File: config.mk
export PLATFORM = sky130hd
export DESIGN_NAME = chan_arb_mux
export DESIGN_NICKNAME = d
export VERILOG_FILES = /design/src/rtl/chan_arb_pkg.sv /design/src/rtl/chan_arb_mux_rr_pick.sv /design/src/rtl/chan_arb_mux.sv
export SDC_FILE = /design/constraint.sdc
export NUM_CORES = 1
export LEC_CHECK = 0
export BUFFER_PORTS_ARGS = -buffer_cell sky130_fd_sc_hd__buf_2
export CAP_MARGIN = 10
export CORE_UTILIZATION = 54
export CTS_CLUSTER_DIAMETER = 120
export DETAILED_ROUTE_END_ITERATION = 10
export HOLD_SLACK_MARGIN = 0.08
export PLACE_DENSITY_LB_ADDON = 0.3
export SYNTH_ARGS = -nofsm -noshare
export SYNTH_HDL_FRONTEND = slang
export SYNTH_SLANG_ARGS = --single-unit
File: constraint.sdc
create_clock -name clk -period 14.7 [get_ports clk]
set_clock_uncertainty 0.1 [all_clocks]
set_input_delay 3.675 -clock clk [delete_from_list [all_inputs] [get_ports clk]]
set_output_delay 3.675 -clock clk [all_outputs]
set_load 0.01 [all_outputs]
File: src/rtl/chan_arb_pkg.sv
// Shared constants and helpers for the channel arbiter/mux.
package chan_arb_pkg;

   localparam logic [1:0] MODE_STATIC = 2'b00;
   localparam logic [1:0] MODE_FIXED  = 2'b01;
   localparam logic [1:0] MODE_RR     = 2'b10;

   // Upper bounds for the flattened channel bus and a single channel slice.
   localparam int unsigned MAX_BUS = 1024;
   localparam int unsigned MAX_W   = 64;

   // Extract channel k (w bits wide) from a flattened bus; caller narrows to its width.
   function automatic logic [MAX_W-1:0] chan_slice(input logic [MAX_BUS-1:0] data,
                                                   input int unsigned        k,
                                                   input int unsigned        w);
      return MAX_W'(data >> (k * w));
   endfunction

endpackage

File: src/rtl/chan_arb_mux_rr_pick.sv
// Rotating-start priority encoder: first set req bit at or after start, wrapping.
module rr_pick #(
   parameter  int unsigned N  = 8,
   localparam int unsigned SW = $clog2(N)
) (
   input  logic [N-1:0]  req,
   input  logic [SW-1:0] start,
   output logic [SW-1:0] gnt_idx,
   output logic          gnt_any
);

   logic [SW-1:0] idx;

   // Scan farthest-first so the nearest requester after start wins.
   always_comb begin
      gnt_idx = '0;
      gnt_any = 1'b0;
      idx     = '0;
      for (int i = int'(N) - 1; i >= 0; i--) begin
         idx = SW'((32'(start) + 32'(i)) % N);
         if (req[idx]) begin
            gnt_idx = idx;
            gnt_any = 1'b1;
         end
      end
   end

endmodule

File: src/rtl/chan_arb_mux.sv
// N-channel valid/ready merger with static, fixed-priority and round-robin selection.
module chan_arb_mux
   import chan_arb_pkg::*;
#(
   parameter  int unsigned W  = 3,
   parameter  int unsigned N  = 8,
   localparam int unsigned SW = $clog2(N)
) (
   input  logic            clk,
   input  logic            rst,
   input  logic [N*W-1:0]  in_data,
   input  logic [N-1:0]    in_valid,
   output logic [N-1:0]    in_ready,
   input  logic [1:0]      mode,
   input  logic [SW-1:0]   sel,
   output logic [W-1:0]    out_data,
   output logic [SW-1:0]   out_chan,
   output logic            out_valid,
   input  logic            out_ready
);

   logic [SW-1:0] ptr;
   logic [SW-1:0] start_c;
   logic [SW-1:0] pick_idx_c;
   logic          pick_any_c;
   logic [SW-1:0] gnt_idx_c;
   logic          gnt_any_c;
   logic          free_c;
   logic          sel_ok_c;
   logic [N-1:0]  valid_sh_c;

   assign free_c = ~out_valid | out_ready;

   // Fixed priority is the rotating encoder pinned to start at channel 0.
   assign start_c = (mode == MODE_FIXED) ? '0 : ptr;

   rr_pick #(.N(N)) u_pick (
      .req     (in_valid),
      .start   (start_c),
      .gnt_idx (pick_idx_c),
      .gnt_any (pick_any_c)
   );

   assign sel_ok_c   = (32'(sel) < N);
   assign valid_sh_c = in_valid >> sel;

   // Candidate selection by mode; 2'b11 falls through to round-robin.
   always_comb begin
      gnt_idx_c = '0;
      gnt_any_c = 1'b0;
      case (mode)
         MODE_STATIC: begin
            gnt_idx_c = sel;
            gnt_any_c = sel_ok_c & valid_sh_c[0];
         end
         default: begin
            gnt_idx_c = pick_idx_c;
            gnt_any_c = pick_any_c;
         end
      endcase
   end

   always_comb begin
      in_ready = '0;
      if (gnt_any_c) in_ready[gnt_idx_c] = free_c;
   end

   // Round-robin pointer advances past the channel just accepted.
   always_ff @(posedge clk) begin
      if (rst) begin
         ptr <= '0;
      end else if (mode[1] && gnt_any_c && free_c) begin
         ptr <= (32'(gnt_idx_c) == N - 1) ? '0 : gnt_idx_c + SW'(1);
      end
   end

   // Output register: reload whenever the slot is free, hold under backpressure.
   always_ff @(posedge clk) begin
      if (rst) begin
         out_valid <= 1'b0;
         out_data  <= '0;
         out_chan  <= '0;
      end else if (free_c) begin
         if (gnt_any_c) begin
            out_valid <= 1'b1;
            out_data  <= W'(chan_slice(MAX_BUS'(in_data), 32'(gnt_idx_c), W));
            out_chan  <= gnt_idx_c;
         end else begin
            out_valid <= 1'b0;
         end
      end
   end

endmodule

==> results of run 1 <==
==> cells by family (layout without fill, tap and decap cells) <==
kind of cell,count (synthesis),count (layout),share of synthesized area (%)
xor+xnor,5,5,3.016
flops,10,10,9.650
fa+ha+maj,3,3,1.810
mux,24,24,14.41
compound gates,100,100,37.64
simple gates,100,100,24.43
buf+inv,33,70,9.047
==> through the flow <==
stage,hold slack (ps),utilization (%),instances,worst slack [ps]
2_1_floorplan,405.3,-,275,4664
3_3_place_gp,382.5,62.00,357,3490
3_5_place_dp,382.0,62.00,357,3321
4_1_cts,394.0,63.12,360,3300
5_1_grt,410.9,63.12,360,2773
6_report,386.9,63.12,360,3216
==> cells in the mapped netlist, types with 2 or more instances <==
cell       number
buf_2           3
o211ai_2        2
buf_1           2
clkbuf_1        6
a31oi_1         8
nand2_1        24
nor2b_1         4
a311oi_1        3
o21bai_1        2
nand3b_1        2
o21a_1          2
mux2_2          6
inv_1           9
nand3_1         9
inv_2           3
buf_6           6
a211oi_1        5
and2_1          3
nand4_1         2
mux2i_1        13
o31ai_1         5
o22ai_1         2
a21boi_1        3
ha_1            3
dfxtp_1        10
nand2b_1        5
o211ai_1        6
xor2_1          2
a221o_1         3
o311a_1         2
nor3b_1         3
o2111ai_1       4
xnor2_1         2
buf_4           4
o221ai_1        6
and3_1          2
nor2_1         29
mux4_2          4
nor3_1          5
or2_2           3
a21oi_1        17
o21ai_0        10
==> sequential cells by signal, indices dropped and copies added (netlist names) <==
| register | cells |
|---|---|
| out_valid | 1 |
| ptr | 3 |
| out_chan | 3 |
| out_data | 3 |
==> layout make-up <==
cell class | count | share of cell area, %
multi-input combinational | 232 | 72.98
timing repair buffer | 55 | 12.02
sequential | 10 | 8.663
tap | 48 | 2.599
inverter | 12 | 1.949
clock buffer | 3 | 1.787
==> power by group through the flow <==
stage	sequential, µW	clock [µW]	combinational [µW]
6_report	51.1	28.1	319
5_1_grt	53.8	30.5	348
4_1_cts	50.9	28.9	313
3_5_place_dp	51.2	0	312
3_3_place_gp	51.2	0	313
2_1_floorplan	42.5	0	267
==> tightest hold or removal path, delay by kind of cell, from the launching register on <==
kind | cells | cell delay, ps
simple gates | 1 | 80
compound gates | 1 | 60
flops | 1 | 300
==> metal layers <==
layer,vias up,share of wire (%),track usage (%)
li1,1121,-,-
met1,1110,44,46.59
met2,121,46,49.07
met3,13,8.4,7.500
met4,0,1.5,4.545
met5,-,0,0
==> final timing paths <==
path | startpoint | end | slack [ps] | cells past startpoint
hold reg to reg | out_valid | out_valid | 390 | 2
setup reg to reg | ptr[0] | out_data[2] | 9850 | 14
setup / recovery | mode[1] | in_ready[7] | 3220 | 16
hold / removal | out_valid | out_valid | 390 | 2
==> results.py, run 1 <==
metrics = {
    "pwr": {
        "seqPwrFrac_pct": 12.8,
        "powerDensity_nw_per_um2": 172.4,
        "p_comb_share_pct": 80.1,
        "p_int_uw": 187.7,
        "swShare_pct": 52.87,
        "total_power_uw": 398.4,
        "clkPwrFrac_pct": 7.1,
        "p_sw_uw": 210.6,
        "power_leakage_uw": 0.0009930,
        "ir_worst_vdd_uv": 88.77,
    },
    "timing": {
        "grt_setup_unrepaired": "false",
        "period_minus_slack_ps": 11480,
        "worstMarginPinSlew_ps": 938.0,
        "fmax_mhz": 87.08,
        "tns_ps": 0,
        "slew-limit-headroom_pct": 37.47,
        "report.final.slew_viol_count": 0,
        "setup_viol": 0,
        "hold_viol_final": 0,
        "timing.final.crit_share_pct": 78.12,
    },
    "floorplanning": {
        "ioPinCount": 55,
        "start_util_pct": 56.66,
        "die_area_um2": 4093,
        "row_count": 22,
        "die_h_um": 63.98,
        "coreArea_um2": 3661,
        "die_w_um": 63.98,
    },
    "synthesis": {
        "synth-seq-cells": 10,
        "postSynthCellCount": 275,
        "synthFlopType": "dfxtp_1",
        "synth_area_leaders": "dfxtp_1 9.7%, mux2i_1 6.3%, nor2_1 5.2%, mux4_2 4.3%, nand2_1 4.3%",
        "synth_edf_count": 0,
        "synthArstFlopShare_pct": 0,
        "avgSynthCellArea_um2": 7.544,
        "syn_area_um2": 2074,
        "synth_seq_area_share_pct": 9.650,
        "synth_largest_area_cell": "dfxtp_1",
        "synth.top_cell.area_share_pct": 9.650,
        "synth-warning-count": 0,
        "synth_cell_types": 73,
        "synth_nets": 318,
    },
    "grt": {
        "grt_remaining_overflow": 0,
        "grt_pass1_wl_mm": 10.25,
        "antenna_found_initial": 0,
        "grt_pass1_vias": 2012,
        "grt_max_degree": 28,
        "grtUsageTotal_pct": 32.24,
    },
    "setup_path": {
        "critPathCaptureType": "output pin",
        "cp_slowest_cell": "nand2b_1",
        "critical-path-top-delay-family": "simple AND/OR/NAND/NOR gates",
        "start_kind": "input pin",
        "cp.required_ps": 10930,
        "worstSetupPathType": "input pin to output pin",
        "critPathMaxStageDelay_ps": 750,
        "cp_max_fo": 26,
        "arrival_ps": 7710,
        "path_cells": "buf_2, nand2b_1, nand2_4, inv_2, ha_1, nand2b_1, a211oi_1, o21ai_0, nand3_1, a2bb2oi_1, o21a_2, nor2b_1, inv_2, o21ai_0, nor2_1, buf_2",
        "cp.buffers_inverters": 4,
    },
    "placed_design": {
        "io_buffers": 54,
        "place_congestion": 0.9881,
        "hpwl_mm": 4.975,
        "place_area_um2": 2270,
    },
    "final_layout": {
        "seq_area_um2": 200.2,
        "diodes": 0,
        "final_common_cell": "buf_2",
        "layout_common_cells": "54 x buf_2, 29 x nor2_1, 24 x nand2_1, 17 x a21oi_1, 13 x mux2i_1",
        "fill_cells": 342,
        "fin_area_um2": 2311,
        "syn_to_final_growth_pct": 11.40,
        "nNetsFinal": 357,
        "multi_input_area_um2": 1687,
        "drive_gt1_share_pct": 30.13,
    },
    "clock_network": {
        "h-tree-depth": 1,
        "post-cts-setup-buffer-count": 0,
        "clk_latency_ps": 240,
        "cts_buffers": 3,
        "clk_pin_slew_ps": 40,
        "cts_buffer_depth": 2,
        "clockRootBuffer": "clkbuf_8",
        "clock_sinks": 10,
        "holdBufCountCts": 0,
        "ctsResizeCount": 0,
        "cts_tree": "done",
    },
    "status": {
        "status": "finished, final reports clean",
    },
    "hold_path": {
        "hp-class": "flip-flop to flip-flop",
    },
    "route": {
        "drtPass1Iterations": 4,
        "drt_iter0_drc": 184,
        "via_per_inst": 6.569,
        "final_antenna_net_count": 0,
        "vias": 2365,
        "totalWireLength_mm": 6.299,
        "drc": 0,
        "routedWlPerCell_um": 17.50,
    },
    "run": {
        "drv_cap": 0,
    },
}
(Power assumes the default switching activity.)
==> run 2, diff against run 1 <==
Settings changed: ABC_AREA from default to 1, CORE_UTILIZATION 54 to 47.
Clock period 14.7 ns to 9.3 ns, I/O delays scaled along.
==> results.py, run 2 <==
metrics = {
    "final_layout": {
        "layout_common_cells": "104 x nand2_1, 55 x nand3_1, 54 x buf_2, 31 x inv_1, 31 x nor2_1",
        "nNetsFinal": 408,
        "largest_registers": "out_chan x3, out_data x3, ptr x3",
        "syn_to_final_growth_pct": 17.05,
        "diodes": 0,
        "utilization_pct": 58.03,
        "final_common_cell": "nand2_1",
        "drive_gt1_share_pct": 24.45,
    },
    "clock_network": {
        "cts_tree": "done",
        "holdBufCountCts": 0,
        "clockRootBuffer": "clkbuf_4",
        "clk_latency_ps": 270,
        "clock_sinks": 10,
        "post-cts-setup-buffer-count": 0,
        "cts_buffers": 3,
        "clk_pin_slew_ps": 70,
        "cts_buffer_depth": 2,
        "ctsResizeCount": 0,
        "h-tree-depth": 1,
    },
    "setup_path": {
        "cp.buffers_inverters": 6,
        "cp_max_fo": 15,
        "cp.required_ps": 6880,
        "arrival_ps": 4950,
        "start_kind": "input pin",
        "path_common_cell": "inv_1",
        "worstSetupPathType": "input pin to output pin",
        "critical-path-top-delay-family": "compound AO/OA/AOI/OAI gates",
        "critPathCaptureType": "output pin",
        "cp_slowest_cell": "a21oi_2",
        "path_cells": "buf_2, inv_2, a21oi_2, ha_1, xor2_1, nand3_1, nand2_1, inv_1, nand4_1, o21ai_0, a21oi_2, inv_1, nor2_1, inv_1, nor2_1, buf_2",
        "critPathMaxStageDelay_ps": 520,
    },
    "route": {
        "drt_iter0_drc": 134,
        "vias": 2103,
        "final_antenna_net_count": 0,
        "drtPass1Iterations": 4,
        "via_per_inst": 5.129,
        "drc": 0,
        "routedWlPerCell_um": 11.23,
        "totalWireLength_mm": 4.604,
    },
    "placed_design": {
        "hpwl_mm": 3.837,
        "io_buffers": 54,
        "pre_cts_ws_ps": 1948,
        "place_congestion": 1.012,
    },
    "grt": {
        "grt_max_degree": 18,
        "grt_pass1_vias": 1748,
        "antenna_found_initial": 0,
        "grtUsageTotal_pct": 26.12,
        "grt_pass1_wl_mm": 7.590,
        "grt_remaining_overflow": 0,
    },
    "synthesis": {
        "synth_largest_area_cell": "nand2_1",
        "synth_seq_area_share_pct": 11.91,
        "synthArstFlopShare_pct": 0,
        "synth_most_common_cell": "nand2_1",
        "synthFlopType": "dfxtp_1",
        "avgSynthCellArea_um2": 5.351,
        "synth_cell_types": 28,
        "synth_nets": 357,
        "synth_edf_count": 0,
        "synth-warning-count": 0,
        "syn_area_um2": 1680,
        "synth_area_leaders": "nand2_1 23%, nand3_1 16%, dfxtp_1 12%, inv_1 6.9%, nor2_1 6.9%",
        "postSynthCellCount": 314,
        "synth.top_cells.by_count": "104 x nand2_1, 55 x nand3_1, 31 x inv_1, 31 x nor2_1, 16 x o21ai_0",
        "synth.top_cell.area_share_pct": 23.23,
        "synth-seq-cells": 10,
    },
    "timing": {
        "grt_setup_unrepaired": "false",
        "timing.final.crit_share_pct": 79.33,
        "finalWorstSetupSlack_ps": 1923,
        "tns_ps": 0,
        "report.final.slew_viol_count": 0,
        "hold_viol_final": 0,
        "period_minus_slack_ps": 7377,
        "worstMarginPinSlew_ps": 599.1,
        "fmax_mhz": 135.5,
        "setup_viol": 0,
        "slew-limit-headroom_pct": 60.06,
        "whs_ps": 403.8,
    },
    "floorplanning": {
        "die_area_um2": 3819,
        "start_util_pct": 49.58,
        "coreArea_um2": 3390,
        "die_h_um": 61.80,
        "ioPinCount": 55,
        "die_w_um": 61.80,
        "row_count": 21,
    },
    "status": {
        "status": "finished, final reports clean",
    },
    "pwr": {
        "powerDensity_nw_per_um2": 168.7,
        "power_leakage_uw": 0.001169,
        "ir_worst_vdd_uv": 99.75,
        "total_power_uw": 331.9,
    },
    "run": {
        "drv_cap": 0,
    },
    "hold_path": {
        "hp-class": "flip-flop to flip-flop",
    },
}
## run 2: through the flow
| step | instance area (µm²) | std cells |
|---|---|---|
| after floorplan | 1680 | 314 |
| after global placement | 1931 | 406 |
| after detailed placement | 1931 | 406 |
| after CTS | 1967 | 410 |
| after global routing | 1967 | 410 |
| final | 1967 | 410 |
## run 2: worst paths after layout
path,start,end,slack [ps],depth (start not counted)
max,mode[1],in_ready[0],1920,16
min,out_chan[2],out_chan[2],400,2
max reg2reg,ptr[0],ptr[2],5970,20
min reg2reg,out_chan[2],out_chan[2],400,2
## run 2: area by class of cell
type / instances / area (µm²)
Inverter: 40 / 150.1
Multi-Input combinational cell: 256 / 1252
Timing Repair Buffer: 54 / 270.3
Tap cell: 46 / 57.56
Fill cell: 335 / 1423
Clock buffer: 4 / 36.28
Sequential cell: 10 / 200.2
## run 2: routing by layer
metal | vias up | wire (µm) | GRT usage [%] | share of wire, %
met4 | 0 | 55 | 4.762 | 1.2
met1 | 915 | 2037 | 35.58 | 44
li1 | 1107 | - | - | -
met2 | 73 | 2240 | 44.85 | 49
met5 | - | 0 | 0 | 0
met3 | 8 | 271 | 2.899 | 5.9
## run 2: power breakdown
| group | internal [µW] | switching (µW) |
|---|---|---|
| logic | 80.6 | 155 |
| registers | 50.6 | 5.47 |
| clock network | 23.8 | 16.3 |
## run 2: cell families after synthesis
| group | synth area share, % |
|---|---|
| compound gates | 13.85 |
| xor+xnor | 2.085 |
| fa+ha+maj | 2.234 |
| buf+inv | 13.55 |
| flops | 11.91 |
| simple gates | 56.37 |
## run 2: tightest hold or removal path: cells and delay by family, from the launching register on
family,cells,cell delay (ps)
buffers and inverters,1,50
AOI/OAI and AO/OA,1,100
DFF,1,330
